**src/rtl/flappy_pkg.sv**
```systemverilog
// flappy_pkg: types and constants shared by the pipe scheduler and its gap
// legalizer.
//   ROWS / COLS  : playfield size
//   state_e      : scheduler FSM states
//   pipe_slot_t  : one entry of the pipe table
//   solid_mask() : wall rows for a legal gap (1 = solid row)
package flappy_pkg;

  localparam int ROWS = 8;
  localparam int COLS = 16;

  typedef enum logic [1:0] {
    ST_IDLE  = 2'd0,
    ST_RUN   = 2'd1,
    ST_PAUSE = 2'd2
  } state_e;

  typedef struct packed {
    logic       valid;
    logic [3:0] x;
    logic [2:0] top;
    logic [3:0] sz;
  } pipe_slot_t;

  // Rows top..top+sz-1 are open; every other row is wall. The bounds are
  // 4 bits wide so top+sz (at most 14) cannot wrap.
  function automatic logic [ROWS-1:0] solid_mask(input logic [2:0] top,
                                                 input logic [3:0] sz);
    logic [ROWS-1:0] mask;
    logic [3:0]      lo;
    logic [3:0]      hi;
    lo = {1'b0, top};
    hi = lo + sz;
    for (int r = 0; r < ROWS; r++) begin
      mask[r] = !((4'(r) >= lo) && (4'(r) < hi));
    end
    return mask;
  endfunction

endpackage

```
**src/rtl/pipe_scheduler_gap_legalize.sv**
```systemverilog
// gap_legalize: turns the raw gap generator outputs into a gap that fits the
// playfield: the size is raised to MIN_GAP, and the gap is pushed up when it
// would run past the last row. Purely combinational.
//   gap_height : raw gap top row
//   gap_size   : raw gap size
//   top, sz    : legalized gap
//   mask       : wall rows of the legalized gap (1 = solid)
module gap_legalize
  import flappy_pkg::*;
#(
  parameter int MIN_GAP = 2
) (
  input  logic [2:0] gap_height,
  input  logic [2:0] gap_size,
  output logic [2:0] top,
  output logic [3:0] sz,
  output logic [7:0] mask
);

  localparam logic [3:0] MIN_SZ = 4'(MIN_GAP);

  logic [3:0] w_sz;
  logic [3:0] w_end;
  logic [2:0] w_top;

  always_comb begin
    w_sz  = ({1'b0, gap_size} < MIN_SZ) ? MIN_SZ : {1'b0, gap_size};
    w_end = {1'b0, gap_height} + w_sz;
    w_top = (w_end > 4'd8) ? 3'(4'd8 - w_sz) : gap_height;
  end

  assign top  = w_top;
  assign sz   = w_sz;
  assign mask = solid_mask(w_top, w_sz);

endmodule

```
**src/rtl/pipe_scheduler.sv**
```systemverilog
// pipe_scheduler: keeps a small table of scrolling pipes. Each RUN tick moves
// every pipe one column left, retires pipes leaving column 0, and every
// SPACING ticks spawns a new pipe at the right edge using the gap generator's
// current outputs.
//   clock, reset     : rising-edge clock, synchronous active-low reset
//   enable           : run request (low pauses)
//   clear            : flush the table and return to IDLE
//   tick             : one-cycle scroll strobe
//   gap_height/size  : raw gap from the gap generator, used at spawn only
//   rd_col/rd_pixels : combinational wall lookup for the display scan
//   pipe_count       : number of valid slots
//   score_pulse      : a pipe passed the bird column
//   spawn_drop       : a spawn was lost because the table was full
//   state            : FSM state (IDLE=0, RUN=1, PAUSE=2)
module pipe_scheduler #(
  parameter int COLS     = flappy_pkg::COLS,
  parameter int SLOTS    = 4,
  parameter int SPACING  = 5,
  parameter int BIRD_COL = 2,
  parameter int MIN_GAP  = 2
) (
  input  logic       clock,
  input  logic       reset,
  input  logic       enable,
  input  logic       clear,
  input  logic       tick,
  input  logic [2:0] gap_height,
  input  logic [2:0] gap_size,
  input  logic [3:0] rd_col,
  output logic [7:0] rd_pixels,
  output logic [2:0] pipe_count,
  output logic       score_pulse,
  output logic       spawn_drop,
  output logic [1:0] state
);

  import flappy_pkg::*;

  localparam logic [3:0] LAST_X       = 4'(COLS - 1);
  localparam logic [3:0] BIRD_X       = 4'(BIRD_COL);
  localparam logic [3:0] SPAWN_RELOAD = 4'(SPACING - 1);

  state_e     r_state, w_state_nxt;
  pipe_slot_t r_slots     [SLOTS];
  pipe_slot_t w_slots_nxt [SLOTS];
  logic [7:0] r_mask      [SLOTS];
  logic [7:0] w_mask_nxt  [SLOTS];
  logic [3:0] r_spawn_cnt, w_spawn_cnt_nxt;
  logic [2:0] r_pipe_count, w_count_nxt;
  logic       r_score, w_score_nxt;
  logic       r_drop, w_drop_nxt;
  logic       w_run_tick;
  logic       w_placed;

  logic [2:0] w_gap_top;
  logic [3:0] w_gap_sz;
  logic [7:0] w_gap_mask;

  gap_legalize #(
    .MIN_GAP (MIN_GAP)
  ) u_gap_legalize (
    .gap_height (gap_height),
    .gap_size   (gap_size),
    .top        (w_gap_top),
    .sz         (w_gap_sz),
    .mask       (w_gap_mask)
  );

  // ---------------------------------------------------------------- FSM ----
  // NOTE: state registers use non-blocking assignments so every flop samples
  // the values from before the edge, regardless of process ordering.
  always_ff @(posedge clock) begin
    if (!reset) r_state <= ST_IDLE;
    else        r_state <= w_state_nxt;
  end

  // NOTE: every combinational output gets a default before any branch;
  // a path that leaves one unassigned would infer a latch.
  always_comb begin
    w_state_nxt = r_state;
    if (clear) begin
      w_state_nxt = ST_IDLE;
    end else begin
      case (r_state)
        ST_IDLE:  if (enable)  w_state_nxt = ST_RUN;
        ST_RUN:   if (!enable) w_state_nxt = ST_PAUSE;
        ST_PAUSE: if (enable)  w_state_nxt = ST_RUN;
        default:               w_state_nxt = ST_IDLE;
      endcase
    end
  end

  always_comb begin
    state      = r_state;
    w_run_tick = (r_state == ST_RUN) && tick;
  end

  // ----------------------------------------------------------- datapath ----
  always_comb begin
    w_slots_nxt     = r_slots;
    w_mask_nxt      = r_mask;
    w_spawn_cnt_nxt = r_spawn_cnt;
    w_score_nxt     = 1'b0;
    w_drop_nxt      = 1'b0;
    w_placed        = 1'b0;
    w_count_nxt     = '0;

    if (clear) begin
      for (int i = 0; i < SLOTS; i++) begin
        w_slots_nxt[i] = '0;
        w_mask_nxt[i]  = '0;
      end
      w_spawn_cnt_nxt = '0;
    end else if (w_run_tick) begin
      for (int i = 0; i < SLOTS; i++) begin
        if (r_slots[i].valid) begin
          if (r_slots[i].x == BIRD_X) w_score_nxt = 1'b1;
          if (r_slots[i].x == 4'd0) w_slots_nxt[i].valid = 1'b0;
          else                      w_slots_nxt[i].x     = r_slots[i].x - 4'd1;
        end
      end

      if (r_spawn_cnt == 4'd0) begin
        w_spawn_cnt_nxt = SPAWN_RELOAD;
        // Free-slot search sees slots retired on this same tick.
        for (int i = 0; i < SLOTS; i++) begin
          if (!w_placed && !w_slots_nxt[i].valid) begin
            w_slots_nxt[i] = '{valid: 1'b1, x: LAST_X, top: w_gap_top, sz: w_gap_sz};
            w_mask_nxt[i]  = w_gap_mask;
            w_placed       = 1'b1;
          end
        end
        w_drop_nxt = !w_placed;
      end else begin
        w_spawn_cnt_nxt = r_spawn_cnt - 4'd1;
      end
    end

    for (int i = 0; i < SLOTS; i++) begin
      w_count_nxt = w_count_nxt + 3'(w_slots_nxt[i].valid);
    end
  end

  // NOTE: the slot table is a handful of flops, not a RAM, so every entry is
  // reset; a reset mid-run must leave no stale pipe visible.
  always_ff @(posedge clock) begin
    if (!reset) begin
      for (int i = 0; i < SLOTS; i++) begin
        r_slots[i] <= '0;
        r_mask[i]  <= '0;
      end
      r_spawn_cnt  <= '0;
      r_pipe_count <= '0;
      r_score      <= 1'b0;
      r_drop       <= 1'b0;
    end else begin
      r_slots      <= w_slots_nxt;
      r_mask       <= w_mask_nxt;
      r_spawn_cnt  <= w_spawn_cnt_nxt;
      r_pipe_count <= w_count_nxt;
      r_score      <= w_score_nxt;
      r_drop       <= w_drop_nxt;
    end
  end

  assign pipe_count  = r_pipe_count;
  assign score_pulse = r_score;
  assign spawn_drop  = r_drop;

  // Display lookup: OR of the wall masks of every pipe in the scanned column.
  always_comb begin
    rd_pixels = '0;
    for (int i = 0; i < SLOTS; i++) begin
      if (r_slots[i].valid && (r_slots[i].x == rd_col)) rd_pixels = rd_pixels | r_mask[i];
    end
  end

endmodule

```
**config.mk**
```make
export PLATFORM = sky130hd
export DESIGN_NAME = pipe_scheduler
export DESIGN_NICKNAME = d
export VERILOG_FILES = /design/src/rtl/flappy_pkg.sv /design/src/rtl/pipe_scheduler_gap_legalize.sv /design/src/rtl/pipe_scheduler.sv
export SDC_FILE = /design/constraint.sdc
export NUM_CORES = 1
export LEC_CHECK = 0
export BUFFER_PORTS_ARGS = -buffer_cell sky130_fd_sc_hd__clkbuf_2
export CORE_UTILIZATION = 54
export DETAILED_ROUTE_END_ITERATION = 16
export GPL_ROUTABILITY_DRIVEN = 0
export PLACE_DENSITY = 0.74
export SLEW_MARGIN = 20
export SYNTH_ARGS = -nofsm -noshare
export SYNTH_HDL_FRONTEND = slang
export SYNTH_SLANG_ARGS = --single-unit
```
**constraint.sdc**
```tcl
create_clock -name clock -period 3.65 [get_ports clock]
set_input_delay 0.365 -clock clock [delete_from_list [all_inputs] [get_ports clock]]
set_output_delay 0.365 -clock clock [all_outputs]
set_load 0.1 [all_outputs]
```
# --- Word level (Yosys, flattened, before mapping) ---
# Index checks and enable logic that the tools add are counted.
classes:
  eq_ne: 12
  magnitude_cmp: 17
  addsub: 11
  reduce_logical: 45
  mux: 61
  n_bitwise: 7
op_table:
  columns: ["cell", "n"]
  rows:
  - ["two-way mux 48 bit", 3]
  - ["two-way mux 5 bit", 12]
  - ["two-way mux 12 bit", 3]
  - ["two-way mux 8 bit", 4]
  - ["two-way mux 1 bit", 28]
  - ["bitwise OR 8 bit", 3]
  - ["logical NOT 4 bit", 5]
  - ["two-way mux 4 bit", 5]
  - ["subtractor 4 x 1 -> 4 bit (second input constant)", 5]
  - ["== test 4 x 2 -> 1 bit (second input constant)", 4]
  - ["== test 4 bit", 4]
  - ["less-than comparator 3 x 4 -> 1 bit (first input constant)", 4]
  - ["logical AND 1 bit", 15]
  - ["logical NOT 1 bit", 15]
  - ["AND reduction 3 bit", 4]
  - ["two-way mux 11 bit", 1]
  - [">= comparator 3 bit (first input constant)", 3]
  - ["adder 3 x 4 -> 4 bit", 2]
  - ["less-than comparator 1 x 4 -> 1 bit (first input constant)", 2]
  - ["less-than comparator 2 x 4 -> 1 bit (first input constant)", 2]
  - [">= comparator 1 x 3 -> 1 bit (first input constant)", 2]
  - [">= comparator 2 x 3 -> 1 bit (first input constant)", 2]
  - ["two-way mux 3 bit", 2]
  - ["> comparator 4 bit (second input constant)", 1]
  - ["other kinds (17)", 22]
totals:
  output_inout_bits: 15
  register_bits: 91
  elab_cells: 178

# --- Logic depth before layout (Yosys ltp) ---
# Gate-level depths: netlist of run 1.
depth:
  ltp_word: 30
  ltp_mapped: 16
  ltp_nobuf: 14

# --- Modules after synthesis ---
# From an unflattened synthesis of run 1, not the netlist that was laid out.
hier_totals:
  hier_cells: 436
  area_unflattened_um2: 3678.5
by_module_without_submodules:
  columns: ["mod", "n_inst", "area_per_inst_um2", "seq_area_each_um2", "cells_per_inst"]
  rows:
  - ["pipe_scheduler", 1, 3259.4, 1261.2, 383]
  - ["gap_legalize", 1, 419.2, 0.0, 53]

# --- Worst setup path after synthesis of run 1 ---
# Ideal clock, no wire load.
synth_timing:
  path_type: "in2reg"
  startpoint: "input port gap_size[2]"
  endpoint: "register r_mask[20] in the netlist's numbering"
  required_ps: 3518
  stages: 14
  path_buffers: 2
  slack_ps: 128
  arrival_time_ps: 3389
  cell_sequence: "buf_2 o21a_1 ha_1 fa_1 nor3b_1 nor4bb_1 or3_1 clkbuf_1 inv_1 ha_1 xor2_1 o21ai_0 a32oi_1 o21ai_0"
synth_via:
  elab_chain_len: 9
  elab_cells_between_ends: 11
  cone_classes: "add/sub (3); order compare (4); mux (2); reduce/logical (2)"
synth_lines:
  columns: ["element", "line_no", "text"]
  rows:
  - ["from (decl)", "pipe_scheduler.sv:28", "input logic [2:0] gap_size,"]
  - ["less-than comparator 3 x 2 -> 1 bit", "pipe_scheduler_gap_legalize.sv:27", "w_sz = ({1'b0, gap_size} < MIN_SZ) ? MIN_SZ : {1'b0, gap_size};"]
  - ["two-way mux 3 bit (*)", "pipe_scheduler_gap_legalize.sv:27", null]
  - ["adder 3 x 4 -> 4 bit", "pipe_scheduler_gap_legalize.sv:28", "w_end = {1'b0, gap_height} + w_sz;"]
  - ["> comparator 4 bit", "pipe_scheduler_gap_legalize.sv:29", "w_top = (w_end > 4'd8) ? 3'(4'd8 - w_sz) : gap_height;"]
  - ["two-way mux 3 bit", "pipe_scheduler_gap_legalize.sv:29", null]
  - ["adder 3 x 4 -> 4 bit", "flappy_pkg.sv:33", "hi = lo + sz;"]
  - ["less-than comparator 3 x 4 -> 1 bit", "flappy_pkg.sv:35", "mask[r] = !((4'(r) >= lo) && (4'(r) < hi));"]
  - ["logical AND 1 bit (*)", "flappy_pkg.sv:35", null]
  - ["logical NOT 1 bit (*)", "flappy_pkg.sv:35", null]
  - ["to (signal assigned)", "pipe_scheduler.sv:158", "r_mask <= w_mask_nxt;"]
  - ["to (decl)", "pipe_scheduler.sv:46", "logic [7:0] r_mask [SLOTS];"]
# Mark *: on every way between the ends. The rest lies on a longest branch, timed or not.
# A chain may end at the register's enable or synchronous reset.

# --- Worst setup path after layout of run 1 ---
# Ends and elaborated chain as after synthesis.

==> results of run 1 <==
-- placed cells by master (no fill, tap or decap), types with 8 or more instances in the layout --
cell type / n
sky130_fd_sc_hd__nor3_1: 12
sky130_fd_sc_hd__a21oi_1: 34
sky130_fd_sc_hd__nor4_1: 8
sky130_fd_sc_hd__nand2_1: 38
sky130_fd_sc_hd__xnor2_1: 11
sky130_fd_sc_hd__clkbuf_8: 11
sky130_fd_sc_hd__buf_4: 15
sky130_fd_sc_hd__nor2_1: 48
sky130_fd_sc_hd__o21ai_0: 24
sky130_fd_sc_hd__xor2_1: 9
sky130_fd_sc_hd__clkbuf_2: 29
sky130_fd_sc_hd__dfxtp_1: 63
sky130_fd_sc_hd__inv_1: 15
sky130_fd_sc_hd__ha_1: 17
sky130_fd_sc_hd__a211oi_1: 16
sky130_fd_sc_hd__nand3_1: 24
sky130_fd_sc_hd__a22oi_1: 18
-- worst max-delay path, cell delays in order --
cell	delay [ps]
sky130_fd_sc_hd__clkbuf_2	90
sky130_fd_sc_hd__o21a_1	190
sky130_fd_sc_hd__ha_1	230
sky130_fd_sc_hd__fa_1	480
sky130_fd_sc_hd__nor3b_1	360
sky130_fd_sc_hd__mux2i_1	210
sky130_fd_sc_hd__nand3_1	130
sky130_fd_sc_hd__nand2_1	110
sky130_fd_sc_hd__fa_1	460
sky130_fd_sc_hd__xor2_1	250
sky130_fd_sc_hd__o21ai_0	130
sky130_fd_sc_hd__a32oi_1	380
sky130_fd_sc_hd__o21ai_0	150
-- path summary, 6_finish.rpt --
kind | startpoint | endpoint | slack, ps | cells past startpoint
setup / recovery | gap_size[2] | r_mask[20] | 330 | 13
hold / removal | enable | state[1] | 190 | 2
setup reg to reg | r_slots[19] | pipe_count[1] | 570 | 11
hold reg to reg | r_mask[23] | r_mask[23] | 450 | 2
-- metrics by stage --
step,worst slack (ps),cell area [µm²],cells
3_5_place_dp,25.6,3790,531
3_3_place_gp,180,3790,531
6_report,332,3990,546
2_1_floorplan,128,3510,425
4_1_cts,407,3990,546
5_1_grt,81.6,3990,546
-- synth_stat cells (2+ instances only) --
cell,number
sky130_fd_sc_hd__ha_1,17
sky130_fd_sc_hd__nor4_1,8
sky130_fd_sc_hd__a221oi_1,2
sky130_fd_sc_hd__fa_1,3
sky130_fd_sc_hd__nand3_1,24
sky130_fd_sc_hd__mux2i_1,5
sky130_fd_sc_hd__clkbuf_1,11
sky130_fd_sc_hd__xnor2_1,11
sky130_fd_sc_hd__nand2_1,38
sky130_fd_sc_hd__a22oi_1,18
sky130_fd_sc_hd__o31a_1,3
sky130_fd_sc_hd__and2_1,5
sky130_fd_sc_hd__nor3_1,12
sky130_fd_sc_hd__o21a_1,2
sky130_fd_sc_hd__or4_1,2
sky130_fd_sc_hd__nor3b_1,5
sky130_fd_sc_hd__and3_1,2
sky130_fd_sc_hd__or3_1,3
sky130_fd_sc_hd__o22ai_1,2
sky130_fd_sc_hd__dfxtp_1,63
sky130_fd_sc_hd__xor2_1,9
sky130_fd_sc_hd__a31oi_1,2
sky130_fd_sc_hd__o311a_1,2
sky130_fd_sc_hd__a21oi_1,34
sky130_fd_sc_hd__nor2_1,48
sky130_fd_sc_hd__inv_1,15
sky130_fd_sc_hd__o21ai_1,3
sky130_fd_sc_hd__buf_6,2
sky130_fd_sc_hd__nand2b_1,5
sky130_fd_sc_hd__o31ai_1,3
sky130_fd_sc_hd__o21ai_0,24
sky130_fd_sc_hd__buf_2,2
sky130_fd_sc_hd__a21o_1,4
sky130_fd_sc_hd__a211oi_1,16
-- power by group through the flow --
| stage | Sequential (W) | Clock, W | Combinational (W) |
|---|---|---|---|
| final | 0.000693 | 0.000607 | 0.000196 |
| after global routing | 0.000693 | 0.000642 | 0.000215 |
| after CTS | 0.000693 | 0.000619 | 0.000192 |
| after detailed placement | 0.000709 | 0 | 0.000191 |
| after global placement | 0.000708 | 0 | 0.000186 |
| after floorplan | 0.000713 | 0 | 0.000132 |
-- flip-flops by register name, indices dropped and copies added, names as in the netlist --
signal,flops
pipe_count,3
r_spawn_cnt,4
r_mask,32
state,2
score_pulse,1
r_slots,20
spawn_drop,1
-- cell type report --
| cell class | instances | area [µm²] | share of cell area [%] |
|---|---|---|---|
| Multi-Input combinational cell | 332 | 2120 | 53.2 |
| Sequential cell | 63 | 1260 | 31.6 |
| Timing Repair Buffer | 44 | 258 | 6.46 |
| Clock buffer | 11 | 151 | 3.80 |
| Tap cell | 77 | 96.3 | 2.42 |
| Inverter | 15 | 56.3 | 1.41 |
| Clock inverter | 4 | 45.0 | 1.13 |
-- cell families (layout without fill, tap and decap cells) --
family                     count (synthesis)  count (layout)
muxes                                      6               6
AOI/OAI and AO/OA                        123             123
buffers and inverters                     30              74
and+or+nand+nor                          163             163
xor gates and xnor gates                  20              20
adders and majority gates                 20              20
DFF                                       63              63
-- routing by layer --
layer,global-route usage (%),vias up
met4,9.48,0
met3,4.62,10
met2,42.5,115
met5,0,-
met1,39.2,1525
li1,-,1619
==> metrics.txt, run 1 <==
# TYPE chip_impl_metric gauge
chip_impl_info{name="cts_tree",value="done"} 1
chip_impl_metric{name="total_leakage_power",unit="nW"} 1.55
chip_impl_metric{name="die_height",unit="µm"} 82.6
chip_impl_info{name="yosys-top-cells-area",value="sky130_fd_sc_hd__dfxtp_1 36%, sky130_fd_sc_hd__ha_1 6.1%, sky130_fd_sc_hd__nor2_1 5.1%, sky130_fd_sc_hd__a21oi_1 4.8%, sky130_fd_sc_hd__nand2_1 4.1%"} 1
chip_impl_metric{name="parity_gate_share_of_the_synthesized_area_counting_xor_and_xnor_cells",unit="%"} 4.99
chip_impl_metric{name="synth_adder_area_share",unit="%"} 7.77
chip_impl_metric{name="seq_area_frac_synth",unit="%"} 35.9
chip_impl_metric{name="viasPerCell",unit=""} 5.99
chip_impl_info{name="end_kind",value="flop"} 1
chip_impl_info{name="startpoint_type",value="input pin"} 1
chip_impl_metric{name="fin_worst_hold_slack",unit="ps"} 194
chip_impl_metric{name="post_synth_inst_count",unit=""} 425
chip_impl_metric{name="cts-hold-fix-buffers",unit=""} 0
chip_impl_info{name="dr.max_layer_used",value="met4"} 1
chip_impl_metric{name="die_width",unit="µm"} 82.6
chip_impl_metric{name="synth.avg_cell_area",unit="µm²"} 8.26
chip_impl_metric{name="hpwlAfterDp",unit="µm"} 6280
chip_impl_info{name="synthDominantAreaCellType",value="sky130_fd_sc_hd__dfxtp_1"} 1
chip_impl_metric{name="first_pass_iters",unit=""} 6
chip_impl_metric{name="synth.top_cell.area_share",unit="%"} 35.9
chip_impl_metric{name="synth_compound_gate_area_share",unit="%"} 22.7
chip_impl_metric{name="core.rowCount",unit=""} 29
chip_impl_metric{name="fraction_of_layout_cells_with_a_size_suffix_above_1",unit="%"} 14.5
chip_impl_metric{name="vias",unit=""} 3269
chip_impl_metric{name="cts_num_sinks",unit=""} 63
chip_impl_metric{name="grt_first_pass_wirelength",unit="µm"} 14100
chip_impl_metric{name="clk-insertion-delay-late",unit="ps"} 350
chip_impl_metric{name="vdd_ir_drop_max",unit="V"} 0.000220
chip_impl_info{name="ctsRootBufferMaster",value="sky130_fd_sc_hd__clkbuf_8"} 1
chip_impl_metric{name="grt_max_degree",unit=""} 25
chip_impl_metric{name="route.layer.met1.wl",unit="µm"} 4090
chip_impl_metric{name="synthesis.yosys.warnings",unit=""} 0
chip_impl_metric{name="pwr-share-comb",unit="%"} 13.1
chip_impl_metric{name="synth-async-reset-ratio",unit="%"} 0
chip_impl_metric{name="numCtsBuffers",unit=""} 9
chip_impl_metric{name="met3WireLength",unit="µm"} 580
chip_impl_metric{name="layout.filler_cells",unit=""} 580
chip_impl_metric{name="clock.fmax",unit="MHz"} 301
chip_impl_metric{name="power_per_cell_area",unit="nW/µm²"} 375
chip_impl_metric{name="max_cap_violations",unit=""} 0
chip_impl_metric{name="area_growth_syn_to_layout",unit="%"} 13.6
chip_impl_metric{name="min_period",unit="ps"} 3320
chip_impl_metric{name="fin_util",unit="%"} 63.2
chip_impl_metric{name="clkSlewWorstSetupHoldPaths",unit="ps"} 70
chip_impl_metric{name="floorplan.die_area",unit="µm²"} 6830
chip_impl_metric{name="cellInternalPower",unit="W"} 0.00111
chip_impl_metric{name="synth.net_count",unit=""} 460
chip_impl_metric{name="detailed_routed_wire_length_on_met2",unit="µm"} 3960
chip_impl_info{name="hold_class",value="in -> reg"} 1
chip_impl_info{name="synth_flop_cell",value="sky130_fd_sc_hd__dfxtp_1"} 1
chip_impl_metric{name="postRouteAntennaNets",unit=""} 0
chip_impl_metric{name="max-clock-path-buffers",unit=""} 2
chip_impl_metric{name="fin_tns_setup",unit="ps"} 0
chip_impl_metric{name="p_seq_share",unit="%"} 46.3
chip_impl_metric{name="timing_max_transition_violations_final",unit=""} 0
chip_impl_metric{name="setup-violations-final",unit=""} 0
chip_impl_metric{name="hold_violation_total_from_the_final_report",unit=""} 0
chip_impl_info{name="timing.setup.critical_path_class",value="in -> reg"} 1
chip_impl_metric{name="post-cts-setup-buffers",unit=""} 0
chip_impl_metric{name="initial_antenna_violation_count",unit=""} 0
chip_impl_metric{name="io_buffers",unit=""} 29
chip_impl_metric{name="post_synth_instance_area",unit="µm²"} 3510
chip_impl_info{name="grt_setup_unrepaired",value="no"} 1
chip_impl_metric{name="groute.usage.overall",unit="%"} 27.8
chip_impl_metric{name="grt.overflow.total",unit=""} 0
chip_impl_metric{name="synth.area.mux_share",unit="%"} 1.75
chip_impl_metric{name="drt-total-wl",unit="µm"} 8730
chip_impl_metric{name="cts_htree_levels",unit=""} 3
chip_impl_metric{name="flop_and_latch_count_out_of_synthesis",unit=""} 63
chip_impl_metric{name="io-pin-count",unit=""} 30
chip_impl_metric{name="clock_skew",unit="ps"} 7.89
chip_impl_metric{name="initial_core_util",unit="%"} 55.6
chip_impl_metric{name="synth_edf_count",unit=""} 0
chip_impl_metric{name="totalPowerFinal",unit="W"} 0.00150
chip_impl_metric{name="slew_headroom",unit="%"} 43.5
chip_impl_metric{name="critical_path_required",unit="ps"} 3870
chip_impl_metric{name="share_clk_of_total_power",unit="%"} 40.6
chip_impl_metric{name="timing.final.crit_share",unit="%"} 90.9
chip_impl_metric{name="cp_max_fo",unit=""} 4
chip_impl_metric{name="initialDrtViolationCount",unit=""} 293
chip_impl_metric{name="avgRoutedWirePerCell",unit="µm"} 16.0
chip_impl_metric{name="sw_frac_of_total",unit="%"} 26.1
chip_impl_metric{name="antenna-diode-count",unit=""} 0
chip_impl_metric{name="ys_types",unit=""} 54
chip_impl_metric{name="cp.arrival",unit="ps"} 3530
chip_impl_info{name="synth_top_family_by_area",value="simple AND/OR/NAND/NOR gates"} 1
chip_impl_info{name="run_status",value="complete, no violations"} 1
chip_impl_metric{name="synth_simple_gate_area_share",unit="%"} 23.2
chip_impl_metric{name="sw_pwr",unit="W"} 0.000391
chip_impl_metric{name="drt_drc_violations_left",unit=""} 0
chip_impl_metric{name="core-area",unit="µm²"} 6310
chip_impl_metric{name="nNetsFinal",unit=""} 500
chip_impl_metric{name="first_global_vias",unit=""} 2956
chip_impl_metric{name="timing_worst_slew_pin_value",unit="ps"} 847
chip_impl_metric{name="cts_resized",unit=""} 0
Note: power is estimated with default switching activity, not from simulation.
==> inputs of run 2 (changes only) <==
Settings changed: REMOVE_ABC_BUFFERS set to 1.
==> run 2 against run 1 <==
- cell area down 0.35%
- clock skew up 0.85 ps
- sequential power about the same
- non-clock buffer count down 1
- core utilization down 0.22 points
- global-route usage down 0.56 points
- combinational power about the same
- register-to-register slack worse by 90 ps
- via count up 0.31%
- flip-flop and latch count unchanged
- sequential share of layout area up 0.11 points
==> metrics.txt, run 2 (synthesis gave the netlist of run 1 again) <==
# TYPE chip_impl_metric gauge
chip_impl_metric{name="timing_max_transition_violations_final",unit=""} 0
chip_impl_metric{name="post-cts-setup-buffers",unit=""} 0
chip_impl_metric{name="drt_drc_violations_left",unit=""} 0
chip_impl_metric{name="fin_tns_setup",unit="ps"} 0
chip_impl_metric{name="worstHoldPathCells",unit=""} 2
chip_impl_metric{name="numCtsBuffers",unit=""} 9
chip_impl_info{name="ctsRootBufferMaster",value="sky130_fd_sc_hd__clkbuf_8"} 1
chip_impl_metric{name="clk-insertion-delay-late",unit="ps"} 350
chip_impl_metric{name="vdd_ir_drop_max",unit="V"} 0.000217
chip_impl_metric{name="hpwlAfterDp",unit="µm"} 6170
chip_impl_info{name="regToRegStartpoint",value="r_slots[19]"} 1
chip_impl_metric{name="slew_headroom",unit="%"} 51.1
chip_impl_info{name="grt_setup_unrepaired",value="no"} 1
chip_impl_metric{name="power_per_cell_area",unit="nW/µm²"} 374
chip_impl_metric{name="io-pin-count",unit=""} 30
chip_impl_metric{name="grt.overflow.total",unit=""} 0
chip_impl_metric{name="area_growth_syn_to_layout",unit="%"} 13.2
chip_impl_metric{name="first_global_vias",unit=""} 2946
chip_impl_metric{name="critical_path_required",unit="ps"} 3870
chip_impl_metric{name="fraction_of_layout_cells_with_a_size_suffix_above_1",unit="%"} 14.1
chip_impl_info{name="run_status",value="complete, no violations"} 1
chip_impl_metric{name="viasPerCell",unit=""} 6.01
chip_impl_metric{name="timing.final.crit_share",unit="%"} 89.8
chip_impl_info{name="worst_flop_to_flop_path_endpoint",value="pipe_count[1]"} 1
chip_impl_metric{name="setup-violations-final",unit=""} 0
chip_impl_metric{name="vias",unit=""} 3279
chip_impl_metric{name="grt_first_pass_wirelength",unit="µm"} 13700
chip_impl_metric{name="initial_core_util",unit="%"} 55.6
chip_impl_metric{name="cts_resized",unit=""} 0
chip_impl_info{name="timing.setup.critical_path_class",value="in -> reg"} 1
chip_impl_info{name="timing.hold.worst.start",value="enable"} 1
chip_impl_metric{name="fin_worst_hold_slack",unit="ps"} 187
chip_impl_metric{name="cts-hold-fix-buffers",unit=""} 0
chip_impl_metric{name="dp.cells",unit=""} 530
chip_impl_metric{name="die_width",unit="µm"} 82.6
chip_impl_metric{name="cp_max_fo",unit=""} 4
chip_impl_metric{name="floorplan.die_area",unit="µm²"} 6830
chip_impl_metric{name="cts_htree_levels",unit=""} 3
chip_impl_metric{name="die_height",unit="µm"} 82.6
chip_impl_metric{name="placement_cell_area",unit="µm²"} 3780
chip_impl_metric{name="initial_antenna_violation_count",unit=""} 0
chip_impl_metric{name="core-area",unit="µm²"} 6310
chip_impl_metric{name="total_leakage_power",unit="nW"} 1.54
chip_impl_metric{name="clock_skew",unit="ps"} 8.74
chip_impl_metric{name="fin_util",unit="%"} 63.0
chip_impl_metric{name="hold_violation_total_from_the_final_report",unit=""} 0
chip_impl_info{name="hold_class",value="in -> reg"} 1
chip_impl_metric{name="clock.fmax",unit="MHz"} 305
chip_impl_info{name="hold_end",value="state[1]"} 1
chip_impl_info{name="largestRegisters",value="r_mask: 32 flops, r_slots: 20 flops, r_spawn_cnt: 4 flops"} 1
chip_impl_metric{name="cts_num_sinks",unit=""} 63
chip_impl_metric{name="clkSlewWorstSetupHoldPaths",unit="ps"} 70
chip_impl_info{name="top_library_cells_by_usage_in_the_layout_fill_and_taps_aside",value="63 x sky130_fd_sc_hd__dfxtp_1, 48 x sky130_fd_sc_hd__nor2_1, 38 x sky130_fd_sc_hd__nand2_1"} 1
chip_impl_metric{name="core.rowCount",unit=""} 29
chip_impl_info{name="startpoint_type",value="input pin"} 1
chip_impl_info{name="cts_tree",value="done"} 1
chip_impl_metric{name="initialDrtViolationCount",unit=""} 182
chip_impl_metric{name="grt_max_degree",unit=""} 22
chip_impl_metric{name="groute.usage.overall",unit="%"} 27.2
chip_impl_metric{name="max_cap_violations",unit=""} 0
chip_impl_metric{name="worstRegToRegCells",unit=""} 11
chip_impl_metric{name="largest_register_ff_count",unit=""} 32
chip_impl_metric{name="nNetsFinal",unit=""} 499
chip_impl_metric{name="postRouteAntennaNets",unit=""} 0
chip_impl_metric{name="instances_no_fill",unit=""} 546
chip_impl_metric{name="timing_worst_slew_pin_value",unit="ps"} 728
chip_impl_metric{name="avgRoutedWirePerCell",unit="µm"} 15.6
chip_impl_metric{name="regToRegSetupSlack",unit="ps"} 480
chip_impl_metric{name="design_area",unit="µm²"} 3980
chip_impl_info{name="end_kind",value="flop"} 1
chip_impl_info{name="regMostFlops",value="r_mask"} 1
chip_impl_info{name="final_common_cell",value="sky130_fd_sc_hd__dfxtp_1"} 1
chip_impl_metric{name="antenna-diode-count",unit=""} 0
chip_impl_metric{name="drt-total-wl",unit="µm"} 8500
chip_impl_metric{name="first_pass_iters",unit=""} 5
chip_impl_metric{name="max-clock-path-buffers",unit=""} 2
chip_impl_metric{name="min_period",unit="ps"} 3280
chip_impl_metric{name="io_buffers",unit=""} 29
chip_impl_metric{name="cp.arrival",unit="ps"} 3500
## run 2: changes by cell type in the layout (fill, tap and decap cells not counted)
cell,change
sky130_fd_sc_hd__clkbuf_1,+2
sky130_fd_sc_hd__buf_4,-1
sky130_fd_sc_hd__clkbuf_8,-1
## run 2: area by class of cell
cell class	count	area, µm²
fillers	575	2340
multi-input cells	332	2120
flip-flops and latches	63	1260
repair buffers	43	250
clock buffers	12	145
well taps	77	96.3
inverters	15	56.3
clock inverters	4	45.0
## run 2: per-stage QoR
stage | setup slack (ps) | power [W]
after detailed placement | 18.7 | 0.000900
after global placement | 193 | 0.000896
after global routing | 30.8 | 0.00154
after CTS | 369 | 0.00149
final | 373 | 0.00149
after floorplan | 346 | 0.000839
## run 2: power breakdown
| part | total, W | leakage [nW] | internal, W | switching (W) |
|---|---|---|---|---|
| Sequential | 0.000693 | 0.508 | 0.000690 | 0.00000284 |
| Combinational | 0.000194 | 0.936 | 0.0000712 | 0.000123 |
| Clock | 0.000598 | 0.100 | 0.000331 | 0.000267 |
## run 2: worst max-delay path, stage by stage
cell and delay [ps]:
sky130_fd_sc_hd__clkbuf_2 90, sky130_fd_sc_hd__o21a_1 200, sky130_fd_sc_hd__ha_1 230, sky130_fd_sc_hd__fa_1 480, sky130_fd_sc_hd__nor3b_1 350, sky130_fd_sc_hd__mux2i_1 210
sky130_fd_sc_hd__nand3_1 130, sky130_fd_sc_hd__nand2_1 110, sky130_fd_sc_hd__fa_1 460, sky130_fd_sc_hd__xor2_1 240, sky130_fd_sc_hd__o21ai_0 140, sky130_fd_sc_hd__a32oi_1 350
sky130_fd_sc_hd__o21ai_0 150
## run 2: metal layers
layer	vias to the layer above	track usage [%]	routed length, µm
li1	1621	-	-
met2	114	46.1	4110
met5	-	0	0
met1	1523	32.0	3680
met4	0	13.3	182
met3	21	6.59	535
## run 2: worst max path at each step
stage	from	end	cells past startpoint
floorplan	gap_size[2]	r_mask[20]	12
CTS	gap_size[2]	r_mask[20]	13
global placement	gap_size[2]	r_mask[24]	15
detailed placement	gap_size[2]	r_mask[20]	13
global route	gap_size[2]	r_mask[20]	13
finish	gap_size[2]	r_mask[20]	13
